## config.mk

```make
export PLATFORM = sky130hd
export DESIGN_NAME = id_ex_stage_flat
export DESIGN_NICKNAME = d
export VERILOG_FILES = /design/src/rtl/alu_pkg.sv /design/src/rtl/id_ex_stage_if.sv /design/src/rtl/alu_control.sv /design/src/rtl/id_ex_stage.sv /design/src/flat_wrapper.sv
export SDC_FILE = /design/constraint.sdc
export NUM_CORES = 1
export LEC_CHECK = 0
export BUFFER_PORTS_ARGS = -buffer_cell sky130_fd_sc_hd__buf_2
export CORE_MARGIN = 5
export CORE_UTILIZATION = 30
export CTS_CLUSTER_DIAMETER = 50
export DETAILED_ROUTE_END_ITERATION = 10
export GPL_TIMING_DRIVEN = 0
export PLACE_DENSITY_LB_ADDON = 0.2
export SYNTH_ARGS = -nofsm -noshare
export SYNTH_HDL_FRONTEND = slang
export SYNTH_SLANG_ARGS = --single-unit
```

## constraint.sdc

```tcl
create_clock -name clk -period 1.5 [get_ports clk]
set_input_delay 0.3 -clock clk [delete_from_list [all_inputs] [get_ports clk]]
set_output_delay 0.3 -clock clk [all_outputs]
set_load 0.01 [all_outputs]
```

## src/rtl/alu_pkg.sv

```systemverilog
// Shared ALU definitions used by the ID/EX stage, the ALU and any later
// controller. It holds the main-control ALUOp codes, the R-type funct codes,
// the 4-bit ALU operation codes and the forwarding-select encodings.
package alu_pkg;

    // Main-control ALUOp codes
    localparam logic [1:0] ALUOP_ADD   = 2'b00;  // lw/sw address add
    localparam logic [1:0] ALUOP_SUB   = 2'b01;  // beq compare
    localparam logic [1:0] ALUOP_RTYPE = 2'b10;  // decode funct

    // R-type funct field codes
    localparam logic [5:0] FUNCT_ADD = 6'b100000;
    localparam logic [5:0] FUNCT_SUB = 6'b100010;
    localparam logic [5:0] FUNCT_AND = 6'b100100;
    localparam logic [5:0] FUNCT_OR  = 6'b100101;
    localparam logic [5:0] FUNCT_SLT = 6'b101010;
    localparam logic [5:0] FUNCT_NOR = 6'b100111;

    // ALU operation codes
    localparam logic [3:0] ALU_AND = 4'b0000;
    localparam logic [3:0] ALU_OR  = 4'b0001;
    localparam logic [3:0] ALU_ADD = 4'b0010;
    localparam logic [3:0] ALU_SUB = 4'b0110;
    localparam logic [3:0] ALU_SLT = 4'b0111;
    localparam logic [3:0] ALU_NOR = 4'b1100;

    // Forwarding selects; 11 aliases EX/MEM because the younger result wins
    localparam logic [1:0] FWD_REG    = 2'b00;
    localparam logic [1:0] FWD_MEMWB  = 2'b01;
    localparam logic [1:0] FWD_EXMEM  = 2'b10;
    localparam logic [1:0] FWD_EXMEM2 = 2'b11;

endpackage

```

## src/rtl/id_ex_stage_if.sv

```systemverilog
// Bundle of the ID-side inputs, hazard-unit controls and EX-side outputs of
// the ID/EX pipeline register. The master modport is the surrounding
// datapath, and the slave modport is the stage itself.
interface id_ex_stage_if #(
    parameter int WIDTH = 32,
    parameter int RADDR = 5
);
    logic             stall;
    logic             flush;
    logic             in_valid;
    logic [1:0]       alu_op;
    logic [5:0]       funct;
    logic [WIDTH-1:0] rs_data;
    logic [WIDTH-1:0] rt_data;
    logic [WIDTH-1:0] imm;
    logic             alu_src;
    logic             reg_dst;
    logic [RADDR-1:0] rt_addr;
    logic [RADDR-1:0] rd_addr;
    logic             reg_write;
    logic             mem_read;
    logic             mem_write;
    logic             mem_to_reg;
    logic [1:0]       fwd_a;
    logic [1:0]       fwd_b;
    logic [WIDTH-1:0] exmem_fwd;
    logic [WIDTH-1:0] memwb_fwd;

    logic             ex_valid;
    logic [3:0]       operation;
    logic [WIDTH-1:0] data_a;
    logic [WIDTH-1:0] data_b;
    logic [WIDTH-1:0] ex_store_data;
    logic [RADDR-1:0] ex_wr_addr;
    logic             ex_reg_write;
    logic             ex_mem_read;
    logic             ex_mem_write;
    logic             ex_mem_to_reg;
    logic             ex_illegal;

    modport master (
        output stall, flush, in_valid, alu_op, funct, rs_data, rt_data, imm,
               alu_src, reg_dst, rt_addr, rd_addr, reg_write, mem_read,
               mem_write, mem_to_reg, fwd_a, fwd_b, exmem_fwd, memwb_fwd,
        input  ex_valid, operation, data_a, data_b, ex_store_data, ex_wr_addr,
               ex_reg_write, ex_mem_read, ex_mem_write, ex_mem_to_reg, ex_illegal
    );

    modport slave (
        input  stall, flush, in_valid, alu_op, funct, rs_data, rt_data, imm,
               alu_src, reg_dst, rt_addr, rd_addr, reg_write, mem_read,
               mem_write, mem_to_reg, fwd_a, fwd_b, exmem_fwd, memwb_fwd,
        output ex_valid, operation, data_a, data_b, ex_store_data, ex_wr_addr,
               ex_reg_write, ex_mem_read, ex_mem_write, ex_mem_to_reg, ex_illegal
    );
endinterface

```

## src/rtl/alu_control.sv

```systemverilog
// Combinational ALU control. It maps ALUOp/funct to the 4-bit ALU operation
// and flags combinations it does not support. It is kept stand-alone so that
// a multicycle controller can reuse it.
module alu_control
    import alu_pkg::*;
(
    input  logic [1:0] alu_op,
    input  logic [5:0] funct,
    output logic [3:0] operation,
    output logic       illegal
);

    // Decode; unsupported codes fall back to add and raise illegal
    always_comb begin
        operation = ALU_ADD;
        illegal   = 1'b0;
        case (alu_op)
            ALUOP_ADD: operation = ALU_ADD;
            ALUOP_SUB: operation = ALU_SUB;
            ALUOP_RTYPE: begin
                case (funct)
                    FUNCT_ADD: operation = ALU_ADD;
                    FUNCT_SUB: operation = ALU_SUB;
                    FUNCT_AND: operation = ALU_AND;
                    FUNCT_OR:  operation = ALU_OR;
                    FUNCT_SLT: operation = ALU_SLT;
                    FUNCT_NOR: operation = ALU_NOR;
                    default:   illegal   = 1'b1;
                endcase
            end
            default: illegal = 1'b1;
        endcase
    end

endmodule

```

## src/rtl/id_ex_stage.sv

```systemverilog
// ID/EX pipeline register. It captures the decoded operands and control,
// registers the ALU operation code and applies the EX forwarding muxes on the
// registered register values to feed the ALU.
module id_ex_stage
    import alu_pkg::*;
#(
    parameter int WIDTH = 32,
    parameter int RADDR = 5
) (
    input  logic          clk,
    input  logic          rst_n,
    id_ex_stage_if.slave  bus
);

    logic             valid_reg;
    logic [3:0]       operation_reg;
    logic             illegal_reg;
    logic [WIDTH-1:0] rs_reg;
    logic [WIDTH-1:0] rt_reg;
    logic [WIDTH-1:0] imm_reg;
    logic             alu_src_reg;
    logic [RADDR-1:0] wr_addr_reg;
    logic             reg_write_reg;
    logic             mem_read_reg;
    logic             mem_write_reg;
    logic             mem_to_reg_reg;

    logic [3:0]       dec_operation;
    logic             dec_illegal;
    logic [WIDTH-1:0] store_data_next;
    logic [WIDTH-1:0] data_a_next;

    alu_control u_alu_control (
        .alu_op    (bus.alu_op),
        .funct     (bus.funct),
        .operation (dec_operation),
        .illegal   (dec_illegal)
    );

    // Stage register: flush beats stall beats capture; flush keeps datapath fields
    always_ff @(posedge clk or negedge rst_n) begin
        if (!rst_n) begin
            valid_reg      <= 1'b0;
            operation_reg  <= ALU_ADD;
            illegal_reg    <= 1'b0;
            rs_reg         <= '0;
            rt_reg         <= '0;
            imm_reg        <= '0;
            alu_src_reg    <= 1'b0;
            wr_addr_reg    <= '0;
            reg_write_reg  <= 1'b0;
            mem_read_reg   <= 1'b0;
            mem_write_reg  <= 1'b0;
            mem_to_reg_reg <= 1'b0;
        end else if (bus.flush) begin
            valid_reg      <= 1'b0;
            illegal_reg    <= 1'b0;
            reg_write_reg  <= 1'b0;
            mem_read_reg   <= 1'b0;
            mem_write_reg  <= 1'b0;
            mem_to_reg_reg <= 1'b0;
        end else if (!bus.stall) begin
            operation_reg <= dec_operation;
            rs_reg        <= bus.rs_data;
            rt_reg        <= bus.rt_data;
            imm_reg       <= bus.imm;
            alu_src_reg   <= bus.alu_src;
            wr_addr_reg   <= bus.reg_dst ? bus.rd_addr : bus.rt_addr;
            if (bus.in_valid) begin
                valid_reg      <= 1'b1;
                illegal_reg    <= dec_illegal;
                // An unsupported instruction must not write state downstream
                reg_write_reg  <= bus.reg_write & ~dec_illegal;
                mem_read_reg   <= bus.mem_read  & ~dec_illegal;
                mem_write_reg  <= bus.mem_write & ~dec_illegal;
                mem_to_reg_reg <= bus.mem_to_reg;
            end else begin
                valid_reg      <= 1'b0;
                illegal_reg    <= 1'b0;
                reg_write_reg  <= 1'b0;
                mem_read_reg   <= 1'b0;
                mem_write_reg  <= 1'b0;
                mem_to_reg_reg <= 1'b0;
            end
        end
    end

    // Forwarding muxes stay combinational because the hazard unit decides in this cycle
    always_comb begin
        data_a_next     = rs_reg;
        store_data_next = rt_reg;
        case (bus.fwd_a)
            FWD_EXMEM, FWD_EXMEM2: data_a_next = bus.exmem_fwd;
            FWD_MEMWB:             data_a_next = bus.memwb_fwd;
            default:               data_a_next = rs_reg;
        endcase
        case (bus.fwd_b)
            FWD_EXMEM, FWD_EXMEM2: store_data_next = bus.exmem_fwd;
            FWD_MEMWB:             store_data_next = bus.memwb_fwd;
            default:               store_data_next = rt_reg;
        endcase
    end

    assign bus.ex_valid      = valid_reg;
    assign bus.operation     = operation_reg;
    assign bus.ex_illegal    = illegal_reg;
    assign bus.data_a        = data_a_next;
    assign bus.ex_store_data = store_data_next;
    assign bus.data_b        = alu_src_reg ? imm_reg : store_data_next;
    assign bus.ex_wr_addr    = wr_addr_reg;
    assign bus.ex_reg_write  = reg_write_reg;
    assign bus.ex_mem_read   = mem_read_reg;
    assign bus.ex_mem_write  = mem_write_reg;
    assign bus.ex_mem_to_reg = mem_to_reg_reg;

endmodule

```

## src/flat_wrapper.sv

```systemverilog
// flat-port wrapper written by rule: the top's interface ports become plain ports
module id_ex_stage_flat import alu_pkg::*;
#(
    parameter int WIDTH = 32,
    parameter int RADDR = 5
)
  (clk, rst_n, bus_stall, bus_flush, bus_in_valid, bus_alu_op, bus_funct, bus_rs_data, bus_rt_data, bus_imm, bus_alu_src, bus_reg_dst, bus_rt_addr, bus_rd_addr, bus_reg_write, bus_mem_read, bus_mem_write, bus_mem_to_reg, bus_fwd_a, bus_fwd_b, bus_exmem_fwd, bus_memwb_fwd, bus_ex_valid, bus_operation, bus_data_a, bus_data_b, bus_ex_store_data, bus_ex_wr_addr, bus_ex_reg_write, bus_ex_mem_read, bus_ex_mem_write, bus_ex_mem_to_reg, bus_ex_illegal);
  id_ex_stage_if #(.WIDTH(WIDTH), .RADDR(RADDR)) bus_i ();
  input  logic clk;
  input  logic rst_n;
  input wire logic [$bits(bus_i.stall)-1:0] bus_stall;
  input wire logic [$bits(bus_i.flush)-1:0] bus_flush;
  input wire logic [$bits(bus_i.in_valid)-1:0] bus_in_valid;
  input wire logic [$bits(bus_i.alu_op)-1:0] bus_alu_op;
  input wire logic [$bits(bus_i.funct)-1:0] bus_funct;
  input wire logic [$bits(bus_i.rs_data)-1:0] bus_rs_data;
  input wire logic [$bits(bus_i.rt_data)-1:0] bus_rt_data;
  input wire logic [$bits(bus_i.imm)-1:0] bus_imm;
  input wire logic [$bits(bus_i.alu_src)-1:0] bus_alu_src;
  input wire logic [$bits(bus_i.reg_dst)-1:0] bus_reg_dst;
  input wire logic [$bits(bus_i.rt_addr)-1:0] bus_rt_addr;
  input wire logic [$bits(bus_i.rd_addr)-1:0] bus_rd_addr;
  input wire logic [$bits(bus_i.reg_write)-1:0] bus_reg_write;
  input wire logic [$bits(bus_i.mem_read)-1:0] bus_mem_read;
  input wire logic [$bits(bus_i.mem_write)-1:0] bus_mem_write;
  input wire logic [$bits(bus_i.mem_to_reg)-1:0] bus_mem_to_reg;
  input wire logic [$bits(bus_i.fwd_a)-1:0] bus_fwd_a;
  input wire logic [$bits(bus_i.fwd_b)-1:0] bus_fwd_b;
  input wire logic [$bits(bus_i.exmem_fwd)-1:0] bus_exmem_fwd;
  input wire logic [$bits(bus_i.memwb_fwd)-1:0] bus_memwb_fwd;
  output wire logic [$bits(bus_i.ex_valid)-1:0] bus_ex_valid;
  output wire logic [$bits(bus_i.operation)-1:0] bus_operation;
  output wire logic [$bits(bus_i.data_a)-1:0] bus_data_a;
  output wire logic [$bits(bus_i.data_b)-1:0] bus_data_b;
  output wire logic [$bits(bus_i.ex_store_data)-1:0] bus_ex_store_data;
  output wire logic [$bits(bus_i.ex_wr_addr)-1:0] bus_ex_wr_addr;
  output wire logic [$bits(bus_i.ex_reg_write)-1:0] bus_ex_reg_write;
  output wire logic [$bits(bus_i.ex_mem_read)-1:0] bus_ex_mem_read;
  output wire logic [$bits(bus_i.ex_mem_write)-1:0] bus_ex_mem_write;
  output wire logic [$bits(bus_i.ex_mem_to_reg)-1:0] bus_ex_mem_to_reg;
  output wire logic [$bits(bus_i.ex_illegal)-1:0] bus_ex_illegal;
  assign bus_i.stall = bus_stall;
  assign bus_i.flush = bus_flush;
  assign bus_i.in_valid = bus_in_valid;
  assign bus_i.alu_op = bus_alu_op;
  assign bus_i.funct = bus_funct;
  assign bus_i.rs_data = bus_rs_data;
  assign bus_i.rt_data = bus_rt_data;
  assign bus_i.imm = bus_imm;
  assign bus_i.alu_src = bus_alu_src;
  assign bus_i.reg_dst = bus_reg_dst;
  assign bus_i.rt_addr = bus_rt_addr;
  assign bus_i.rd_addr = bus_rd_addr;
  assign bus_i.reg_write = bus_reg_write;
  assign bus_i.mem_read = bus_mem_read;
  assign bus_i.mem_write = bus_mem_write;
  assign bus_i.mem_to_reg = bus_mem_to_reg;
  assign bus_i.fwd_a = bus_fwd_a;
  assign bus_i.fwd_b = bus_fwd_b;
  assign bus_i.exmem_fwd = bus_exmem_fwd;
  assign bus_i.memwb_fwd = bus_memwb_fwd;
  assign bus_ex_valid = bus_i.ex_valid;
  assign bus_operation = bus_i.operation;
  assign bus_data_a = bus_i.data_a;
  assign bus_data_b = bus_i.data_b;
  assign bus_ex_store_data = bus_i.ex_store_data;
  assign bus_ex_wr_addr = bus_i.ex_wr_addr;
  assign bus_ex_reg_write = bus_i.ex_reg_write;
  assign bus_ex_mem_read = bus_i.ex_mem_read;
  assign bus_ex_mem_write = bus_i.ex_mem_write;
  assign bus_ex_mem_to_reg = bus_i.ex_mem_to_reg;
  assign bus_ex_illegal = bus_i.ex_illegal;
  id_ex_stage #(.WIDTH(WIDTH), .RADDR(RADDR)) u_core (.clk(clk), .rst_n(rst_n), .bus(bus_i));
endmodule
```

==> impl_metrics.tcl, run 1 <==
set metrics [dict create \
    drtPass1Iterations 5 \
    grt_start_max_net_pins 59 \
    cp.required_ns 1.20 \
    fmax_mhz 556.5 \
    finalCritPeriodShare_pct 119.8 \
    pwr-share-clk_pct 27.8 \
    top_layer "met5" \
    fin_skew_ns 0 \
    cts_buffer_depth 2 \
    place_congestion 0.8422 \
    first_iter_violations 191 \
    synthArstFlopShare_pct 100.0 \
    cts_sinks 112 \
    antenna_found_initial 1 \
    wl_met2_um 11630 \
    cts_buffers 9 \
    detail_route.wl_per_cell_um 18.01 \
    path_max_fanout 10 \
    die_h_um 154.3 \
    maxCapViolCount 0 \
    swShare_pct 31.63 \
    final_hold_viol_count 0 \
    portBuffers 297 \
    fp.dieW_um 154.3 \
    violations "setup timing" \
    syn_to_final_growth_pct 41.58 \
    design_area_um2 8840 \
    worst_slack_ns -0.2969 \
    synth_edf_count 0 \
    vdd_drop_max_v 0.0005531 \
    placed_area_um2 8102 \
    worst_slew_pin_slew_ns 0.5717 \
    p_sw_w 0.002651 \
    synth_cells 747 \
    rsz0062_at_grt "yes" \
    vias 6273 \
    comb_power_share_pct 29.6 \
    syn_avg_cell_area_um2 8.358 \
    wl_met3_um 2040 \
    synth_ff_type "dfrtp_1" \
    tritoncts "yes" \
    design.core.area_um2 20360 \
    cts-root-buf "clkbuf_16" \
    rows 52 \
    overflow 0 \
    drive_above_1_share_pct 39.12 \
    cp.arrival_ns 1.50 \
    cp-end-kind "output port" \
    diodes 0 \
    yosysUniqueCellTypes 34 \
    grt_pass1_wl_um 36110 \
    slew_violations 0 \
    syn_nets 943 \
    seq_area_frac_synth_pct 44.91 \
    seq_power_share_pct 42.7 \
    fin_util_pct 43.41 \
    dieArea_um2 23800 \
    drc 0 \
    hp-class "primary input to flip-flop" \
    met1_length_um 10150 \
    status "finished, violations left" \
    p_total_w 0.008380 \
    fillers 2091 \
    clkTransAtPathRegs_ns 0.08 \
    setup_viol 33 \
    place_hpwl_um 18270 \
    clk_latency_ns 0.35 \
    avgViaCountPerCell 4.678 \
    slew-limit-headroom_pct 61.88 \
    grt_pass1_vias 6406 \
    initial_utilization_pct 30.66 \
    min_period_ns 1.797 \
    cts-htree-levels 3 \
    p_leak_nw 4.897 \
    powerDensity_nw_per_um2 948.0 \
    ys_seq_elements 112 \
    crit_type "flip-flop to output port" \
    crit_path_start_kind "flip-flop" \
    syn-cell-area_um2 6243 \
    grt_usage_pct 19.40 \
    postRouteAntennaNets 0 \
    timing.hold.ws_ns 0.1267 \
    routed_wl_um 24150 \
    internal-power_w 0.005729 \
    nets 1262 \
    yosysWarnings 0 \
    pin_count 304 \
]
## cell usage after synthesis (2+ instances only)
library cell	n	share of area [%]
buf_4	4	0.48
nor2_1	5	0.30
buf_2	24	1.9
nor2b_1	3	0.30
a22oi_1	2	0.24
mux2i_1	71	11
o21ai_1	31	2.5
nor3b_1	2	0.24
inv_1	3	0.18
nand2_1	369	22
ha_1	3	0.60
dfrtp_1	111	44
a32oi_1	3	0.42
nand3b_1	2	0.24
buf_6	13	2.3
o21ai_0	44	3.5
clkbuf_1	9	0.54
mux2_2	32	5.8
## layout make-up
type                       count  area, um^2  area share (%)
buffer                        50       478.0           5.407
clock buffer                  10       229.0           2.590
clock inverter                 6       45.04          0.5096
inverter                       3       11.26          0.1274
multi-input combinational    581        3136           35.47
sequential                   112        2805           31.73
tap                          270       337.8           3.822
timing repair buffer         309        1798           20.34
## kinds of logic after synthesis
| logic type | after synthesis | synth area share, % |
|---|---|---|
| simple gates | 389 | 24.31 |
| compound gates | 86 | 7.495 |
| mux | 103 | 17.15 |
| fa+ha+maj | 3 | 0.6013 |
| buf+inv | 54 | 5.531 |
| flops | 112 | 44.91 |
## through the flow
| step | setup TNS [ns] | worst slack [ns] | cells |
|---|---|---|---|
| after floorplan | 0 | 0.04184 | 747 |
| after global placement | -188.94 | -1.426 | 1314 |
| after detailed placement | -30.94 | -0.5869 | 1315 |
| after CTS | -10.07 | -0.3337 | 1333 |
| after global routing | -10.88 | -0.3498 | 1341 |
| final | -8.994 | -0.2969 | 1341 |
## worst max-delay path, stage by stage (launching register included)
cell and delay, ns:
dfrtp_2 0.37, buf_12 0.14, buf_12 0.14, mux2_2 0.34, buf_2 0.14
## what timing repair did
item	CTS	global route
gates resized for setup	51	45
endpoints found under the setup margin	95	63
hold buffers	1	0
endpoints found under the hold margin	57	0
pin swaps	0	5
buffers inserted	2	7
cloned	0	1
## metal layers
metal | up-vias | track usage [%]
li1 | 3077 | -
met1 | 2931 | 24.22
met2 | 241 | 32.92
met3 | 22 | 5.840
met4 | 2 | 4.878
met5 | - | 0
## final timing paths
path | depth (start not counted) | start | endpoint | slack, ns
max reg2reg | 5 | u_core.alu_src_reg$_DFFE_PN0P_ | u_core.alu_src_reg$_DFFE_PN0P_ | 0.44
min | 3 | bus_imm[12] | u_core.imm_reg[12]$_DFFE_PN0P_ | 0.13
min reg2reg | 2 | u_core.rt_reg[9]$_DFFE_PN0P_ | u_core.rt_reg[9]$_DFFE_PN0P_ | 0.48
max in group asynchronous | 3 | rst_n | u_core.bus.operation[1]$_DFFE_PN1P_ | 0.29
min in group asynchronous | 2 | rst_n | u_core.imm_reg[12]$_DFFE_PN0P_ | 0.48
max | 4 | u_core.alu_src_reg$_DFFE_PN0P_ | bus_data_b[2] | -0.30
## power groups by stage
stage | Sequential, W | Clock (W) | Combinational (W)
2_1_floorplan | 0.00358 | 0 | 0.00118
3_3_place_gp | 0.00363 | 0 | 0.00215
3_5_place_dp | 0.00363 | 0 | 0.00218
4_1_cts | 0.00358 | 0.00243 | 0.00225
5_1_grt | 0.00362 | 0.00252 | 0.00273
6_report | 0.00358 | 0.00233 | 0.00248
## layout by cell type, fill, tap and decap left out, types with 2 or more instances in the layout
cell / count
nor2b_1: 3
buf_4: 13
nand3b_1: 2
buf_8: 3
a32oi_1: 3
o21ai_1: 32
mux2_2: 32
nand2_1: 369
nor3b_1: 2
clkbuf_1: 2
nor2_1: 5
buf_6: 43
o21ai_2: 11
inv_1: 3
a22oi_1: 2
mux2i_1: 71
dfrtp_1: 110
clkinv_2: 2
buf_2: 284
ha_1: 3
o21ai_0: 32
clkbuf_16: 10
clkbuf_8: 4
clkinv_4: 3
clkbuf_4: 3
buf_12: 4
Note: power is estimated with default switching activity, not from simulation.
==> run 2, diff against run 1 <==
==> constraint.sdc (replaced) <==
create_clock -name clk -period 1.8 [get_ports clk]
set_input_delay 0.36 -clock clk [delete_from_list [all_inputs] [get_ports clk]]
set_output_delay 0.36 -clock clk [all_outputs]
set_load 0.01 [all_outputs]
==> impl_metrics.tcl, run 2 (synthesis results as in run 1) <==
set metrics [dict create \
    status "finished, violations left" \
    violations "setup timing" \
    reg2regPathDepth 5 \
    layout_commonest_cell "nand2_1" \
    slew_violations 0 \
    crit_end "bus_data_b[6]" \
    worst_slew_pin_slew_ns 0.5858 \
    maxCapViolCount 0 \
    wl_met3_um 1784 \
    diodes 0 \
    place_hpwl_um 18270 \
    cp_num_buf_inv 3 \
    slowest_stage "dfrtp_2" \
    avgViaCountPerCell 4.645 \
    routed_wl_um 24190 \
    min_period_ns 1.859 \
    top_layer "met5" \
    initial_utilization_pct 30.66 \
    finalCritPeriodShare_pct 103.3 \
    nets 1259 \
    crit_type "flip-flop to output port" \
    rows 52 \
    wl_met2_um 11760 \
    antenna_found_initial 1 \
    fin_setup_tns_ns -1.105 \
    r2r_slack_ns 0.75 \
    cp.required_ns 1.44 \
    final_hold_viol_count 0 \
    cts_buffers 9 \
    postRouteAntennaNets 0 \
    path_max_fanout 6 \
    cts_buffer_depth 2 \
    syn_to_final_growth_pct 40.00 \
    crit_cells 4 \
    design.core.area_um2 20360 \
    cp-startpoint "u_core.alu_src_reg$_DFFE_PN0P_" \
    dieArea_um2 23800 \
    hp-class "primary input to flip-flop" \
    place_congestion 0.8422 \
    drtPass1Iterations 5 \
    slowest_delay_ns 0.37 \
    rsz0062_at_grt "yes" \
    tritoncts "yes" \
    crit_path_start_kind "flip-flop" \
    first_iter_violations 203 \
    cp-end-kind "output port" \
    cts_sinks 112 \
    critPathMostFrequentCell "buf_6" \
    worstPathCellList "buf_12 > buf_6 > mux2_2 > buf_6" \
    path_delay_family "buffers and inverters" \
    powerDensity_nw_per_um2 796.4 \
    cp.arrival_ns 1.50 \
    drc 0 \
    rr_startpoint "u_core.alu_src_reg$_DFFE_PN0P_" \
    fmax_mhz 537.9 \
    clk_latency_ns 0.35 \
    grt_start_max_net_pins 59 \
    portBuffers 297 \
    fin_skew_ns 0 \
    placedCellCount 1315 \
    grt_usage_pct 19.49 \
    fp.dieW_um 154.3 \
    drive_above_1_share_pct 38.01 \
    r2r_end "u_core.alu_src_reg$_DFFE_PN0P_" \
    layout_common_cells "nand2_1, buf_2, dfrtp_1" \
    slew-limit-headroom_pct 60.95 \
    vdd_drop_max_v 0.0004576 \
    worst_slack_ns -0.05908 \
    met1_length_um 10380 \
    grt_pass1_vias 6416 \
    grt_pass1_wl_um 36270 \
    instances_no_fill 1338 \
    overflow 0 \
    pin_count 304 \
    die_h_um 154.3 \
    detail_route.wl_per_cell_um 18.08 \
    cts-htree-levels 3 \
    clkTransAtPathRegs_ns 0.08 \
    cts-root-buf "clkbuf_16" \
    p_leak_nw 4.872 \
    setup_viol 32 \
    vias 6215 \
]
run 2: final cells by class:
cell class	instances	area, um^2
inverters	3	11.26
flip-flops and latches	112	2805
multi-input cells	581	3124
well taps	270	337.8
clock inverters	6	45.04
repair buffers	307	1800
plain buffers	49	387.9
fillers	2101	11620
clock buffers	10	229.0
run 2: routing by layer:
layer	vias up	global-route usage, %
li1	3071	-
met1	2907	24.64
met2	217	32.97
met3	18	5.560
met4	2	4.794
met5	-	0
run 2: how the worst min path moves through the flow:
stage / from / endpoint / slack, ns / depth (start not counted)
after floorplan: rst_n / u_core.alu_src_reg$_DFFE_PN0P_ / 0.06 / 0
after global placement: u_core.imm_reg[29]$_DFFE_PN0P_ / u_core.imm_reg[29]$_DFFE_PN0P_ / 0.46 / 2
after detailed placement: rst_n / u_core.imm_reg[12]$_DFFE_PN0P_ / 0.37 / 1
after CTS: bus_imm[12] / u_core.imm_reg[12]$_DFFE_PN0P_ / 0.17 / 3
after global routing: bus_rs_data[21] / u_core.rs_reg[21]$_DFFE_PN0P_ / 0.18 / 3
final: bus_imm[12] / u_core.imm_reg[12]$_DFFE_PN0P_ / 0.19 / 3
run 2: repair_timing:
action                                 4_1_cts  5_1_grt
resized for setup                           24       45
cloned                                       1        1
pin swaps                                    0        1
hold buffers                                 1        0
setup endpoints to repair                   65       34
setup buffers                                3        4
endpoints found under the hold margin       15        0
run 2: power by group:
group          internal, W  switching [W]  total [W]
Combinational     0.000996        0.00105    0.00204
Clock             0.000951       0.000983    0.00193
Sequential         0.00281       0.000168    0.00298
run 2: metrics by stage:
step / cell area [um^2] / power, W / hold WS (ns) / setup WS (ns) / utilization (%)
floorplan: 6243 / 0.003972 / 0.06441 / 0.2218 / -
global placement: 8068 / 0.004820 / 0.4555 / -1.186 / 39.62
detailed placement: 8102 / 0.004845 / 0.3689 / -0.4069 / 39.78
CTS: 8489 / 0.006895 / 0.1697 / -0.1274 / 41.69
global route: 8741 / 0.007364 / 0.1790 / -0.1044 / 42.92
finish: 8741 / 0.006961 / 0.1874 / -0.05908 / 42.92
run 2: worst min-delay path, stage by stage:
cell and delay (ns):
buf_2 0.07, nand2_1 0.04, nand2_1 0.04
==> run 3, diff against run 2 <==
--- a/config.mk
+++ b/config.mk
@@ -6,6 +6,7 @@
 export NUM_CORES = 1
 export LEC_CHECK = 0
 export BUFFER_PORTS_ARGS = -buffer_cell sky130_fd_sc_hd__buf_2
+export CAP_MARGIN = 20
 export CORE_MARGIN = 5
 export CORE_UTILIZATION = 30
 export CTS_CLUSTER_DIAMETER = 50
@@ -14,4 +15,5 @@
 export PLACE_DENSITY_LB_ADDON = 0.2
 export SYNTH_ARGS = -nofsm -noshare
 export SYNTH_HDL_FRONTEND = slang
+export SYNTH_HIERARCHICAL = 1
 export SYNTH_SLANG_ARGS = --single-unit
==> impl_metrics.tcl, run 3 <==
set metrics [dict create \
    clk_latency_ns 0.34 \
    dieArea_um2 26850 \
    drc 0 \
    worst_slew_pin_slew_ns 0.5908 \
    cp-end-kind "output port" \
    vias 5836 \
    place_congestion 0.8134 \
    fmax_mhz 514.1 \
    syn_to_final_growth_pct 40.69 \
    drive_above_1_share_pct 57.16 \
    reg2regPathDepth 3 \
    status "finished, violations left" \
    clkTransAtPathRegs_ns 0.08 \
    portBuffers 298 \
    fp.dieW_um 163.9 \
    initial_utilization_pct 30.35 \
    seq_area_frac_synth_pct 39.48 \
    rr_startpoint "u_core/alu_src_reg$_DFFE_PN0P_" \
    routed_wl_um 25260 \
    overflow 0 \
    place_hpwl_um 19030 \
    layout_common_cells "buf_2, dfrtp_1, mux2i_1" \
    instances_no_fill 1250 \
    crit_type "flip-flop to output port" \
    crit_path_start_kind "flip-flop" \
    synth_area_leader_cell "dfrtp_1" \
    drtPass1Iterations 4 \
    yosysWarnings 6 \
    vdd_drop_max_v 0.0005023 \
    syn_nets 804 \
    synth_edf_count 0 \
    p_leak_nw 5.109 \
    hp-class "primary input to flip-flop" \
    slew-limit-headroom_pct 60.61 \
    min_period_ns 1.945 \
    violations "setup timing" \
    grt_start_max_net_pins 60 \
    nets 1120 \
    crit_end "bus_data_b[1]" \
    final_hold_viol_count 0 \
    syn-cell-area_um2 7103 \
    cts-root-buf "clkbuf_16" \
    placedCellCount 1226 \
    design_area_um2 9993 \
    rows 56 \
    post-place-ws_ns -0.4854 \
    syn_avg_cell_area_um2 11.68 \
    detail_route.wl_per_cell_um 20.21 \
    avgViaCountPerCell 4.669 \
    powerDensity_nw_per_um2 811.1 \
    antenna_found_initial 5 \
    fin_skew_ns 0 \
    synth_area_leaders "dfrtp_1, mux2_4, mux2i_1" \
    synth_most_common_cell "dfrtp_1" \
    postRouteAntennaNets 0 \
    r2r_end "u_core/alu_src_reg$_DFFE_PN0P_" \
    path_max_fanout 10 \
    maxCapViolCount 0 \
    placed_area_um2 9027 \
    rsz0062_at_grt "yes" \
    pin_count 304 \
    cts-htree-levels 3 \
    first_iter_violations 190 \
    cp-startpoint "u_core/alu_src_reg$_DFFE_PN0P_" \
    yosysUniqueCellTypes 35 \
    synth_top_area_share_pct 39.11 \
    cts_buffers 9 \
    tritoncts "yes" \
    fillers 2295 \
    setup_viol 32 \
    cts_buffer_depth 2 \
    synth_common_cells "dfrtp_1, mux2i_1, mux2_4" \
    timing.hold.ws_ns 0.2289 \
    cts_sinks 112 \
    synth_ff_type "dfrtp_1" \
    cp.arrival_ns 1.59 \
    worst_slack_ns -0.1451 \
    ys_seq_elements 112 \
    die_h_um 163.9 \
    grt_pass1_vias 6237 \
    cp.required_ns 1.44 \
    synthArstFlopShare_pct 100.0 \
    layout_commonest_cell "buf_2" \
    grt_usage_pct 17.97 \
    finalCritPeriodShare_pct 108.1 \
    r2r_slack_ns 0.62 \
    grt_pass1_wl_um 36740 \
    design.core.area_um2 23400 \
    synth_cells 608 \
    slew_violations 0 \
]
==> run 3: cell types whose count changed after synthesis, moves of 30 or more <==
cell | before | now
mux2_4 | 0 | 91
nand2_1 | 369 | 40
nor3b_1 | 2 | 32
o21ai_1 | 31 | 1
inv_1 | 3 | 67
mux2i_1 | 71 | 102
a221oi_1 | 0 | 32
==> run 3: power by group <==
group / total, W / switching, W / leakage [nW] / internal [W]
clock network: 0.00230 / 0.000987 / 0.167 / 0.00131
logic: 0.00273 / 0.00130 / 3.61 / 0.00143
registers: 0.00307 / 0.000206 / 1.33 / 0.00287
==> run 3: logic make-up (layout without fill, tap and decap cells) <==
kind of cell    Yosys count  after routing  synth area share, %
other cells               0              2                    0
flops                   112            112                39.48
mux                     204            204                35.35
fa+ha+maj                 3              3               0.5285
simple gates             90             90                7.451
buf+inv                 114            435                9.107
compound gates           85             85                8.085
==> run 3: layer usage <==
layer  vias up  wire length, um  track usage (%)
met2       209            12320            30.51
li1       2786                -                -
met4         8              437            4.384
met5         -               48                0
met1      2798            10860            23.19
met3        35             1601            4.191
==> run 3: timing repair <==
item,in CTS,in global routing
pin swaps,3,2
resized for setup,92,34
setup buffers,3,0
cloned,1,1
endpoints found under the setup margin,93,62
hold endpoints to repair,1,0
hold buffers,1,0
==> run 3: worst max-delay path: stages, from the launching register on <==
cell,delay (ns)
dfrtp_2,0.45
buf_12,0.17
buf_12,0.16
a221oi_4,0.28
buf_2,0.17
==> run 3: final cells by class <==
cell class	count	area [um^2]	share of cell area (%)
antenna	2	5.005	0.05008
buffer	47	569.3	5.697
clock buffer	11	252.7	2.529
clock inverter	5	86.33	0.8639
inverter	67	251.5	2.517
multi-input combinational	382	4041	40.44
sequential	112	2805	28.07
tap	319	399.1	3.994
timing repair buffer	305	1583	15.84
==> run 3: worst min-delay path by stage <==
stage                                         start                              endpoint  slack, ns  cells after the start
2_1_floorplan                                 rst_n        u_core/alu_src_reg$_DFFE_PN0P_       0.06                      0
3_3_place_gp   u_core/bus.ex_wr_addr[4]$_DFFE_PN0P_  u_core/bus.ex_wr_addr[4]$_DFFE_PN0P_       0.48                      2
3_5_place_dp                                  rst_n        u_core/imm_reg[11]$_DFFE_PN0P_       0.39                      1
4_1_cts                             bus_rs_data[28]         u_core/rs_reg[28]$_DFFE_PN0P_       0.21                      2
5_1_grt                                  bus_imm[0]         u_core/imm_reg[0]$_DFFE_PN0P_       0.22                      2
6_report                            bus_rs_data[29]         u_core/rs_reg[29]$_DFFE_PN0P_       0.23                      2
==> run 3: metrics by stage <==
step	util (%)	power, W	setup TNS (ns)
after global placement	38.43	0.005483	-160.51
after CTS	41.98	0.008149	-4.490
final	42.70	0.008105	-3.331
after detailed placement	38.57	0.005509	-24.93
after floorplan	-	0.004497	0
after global routing	42.69	0.008537	-5.526
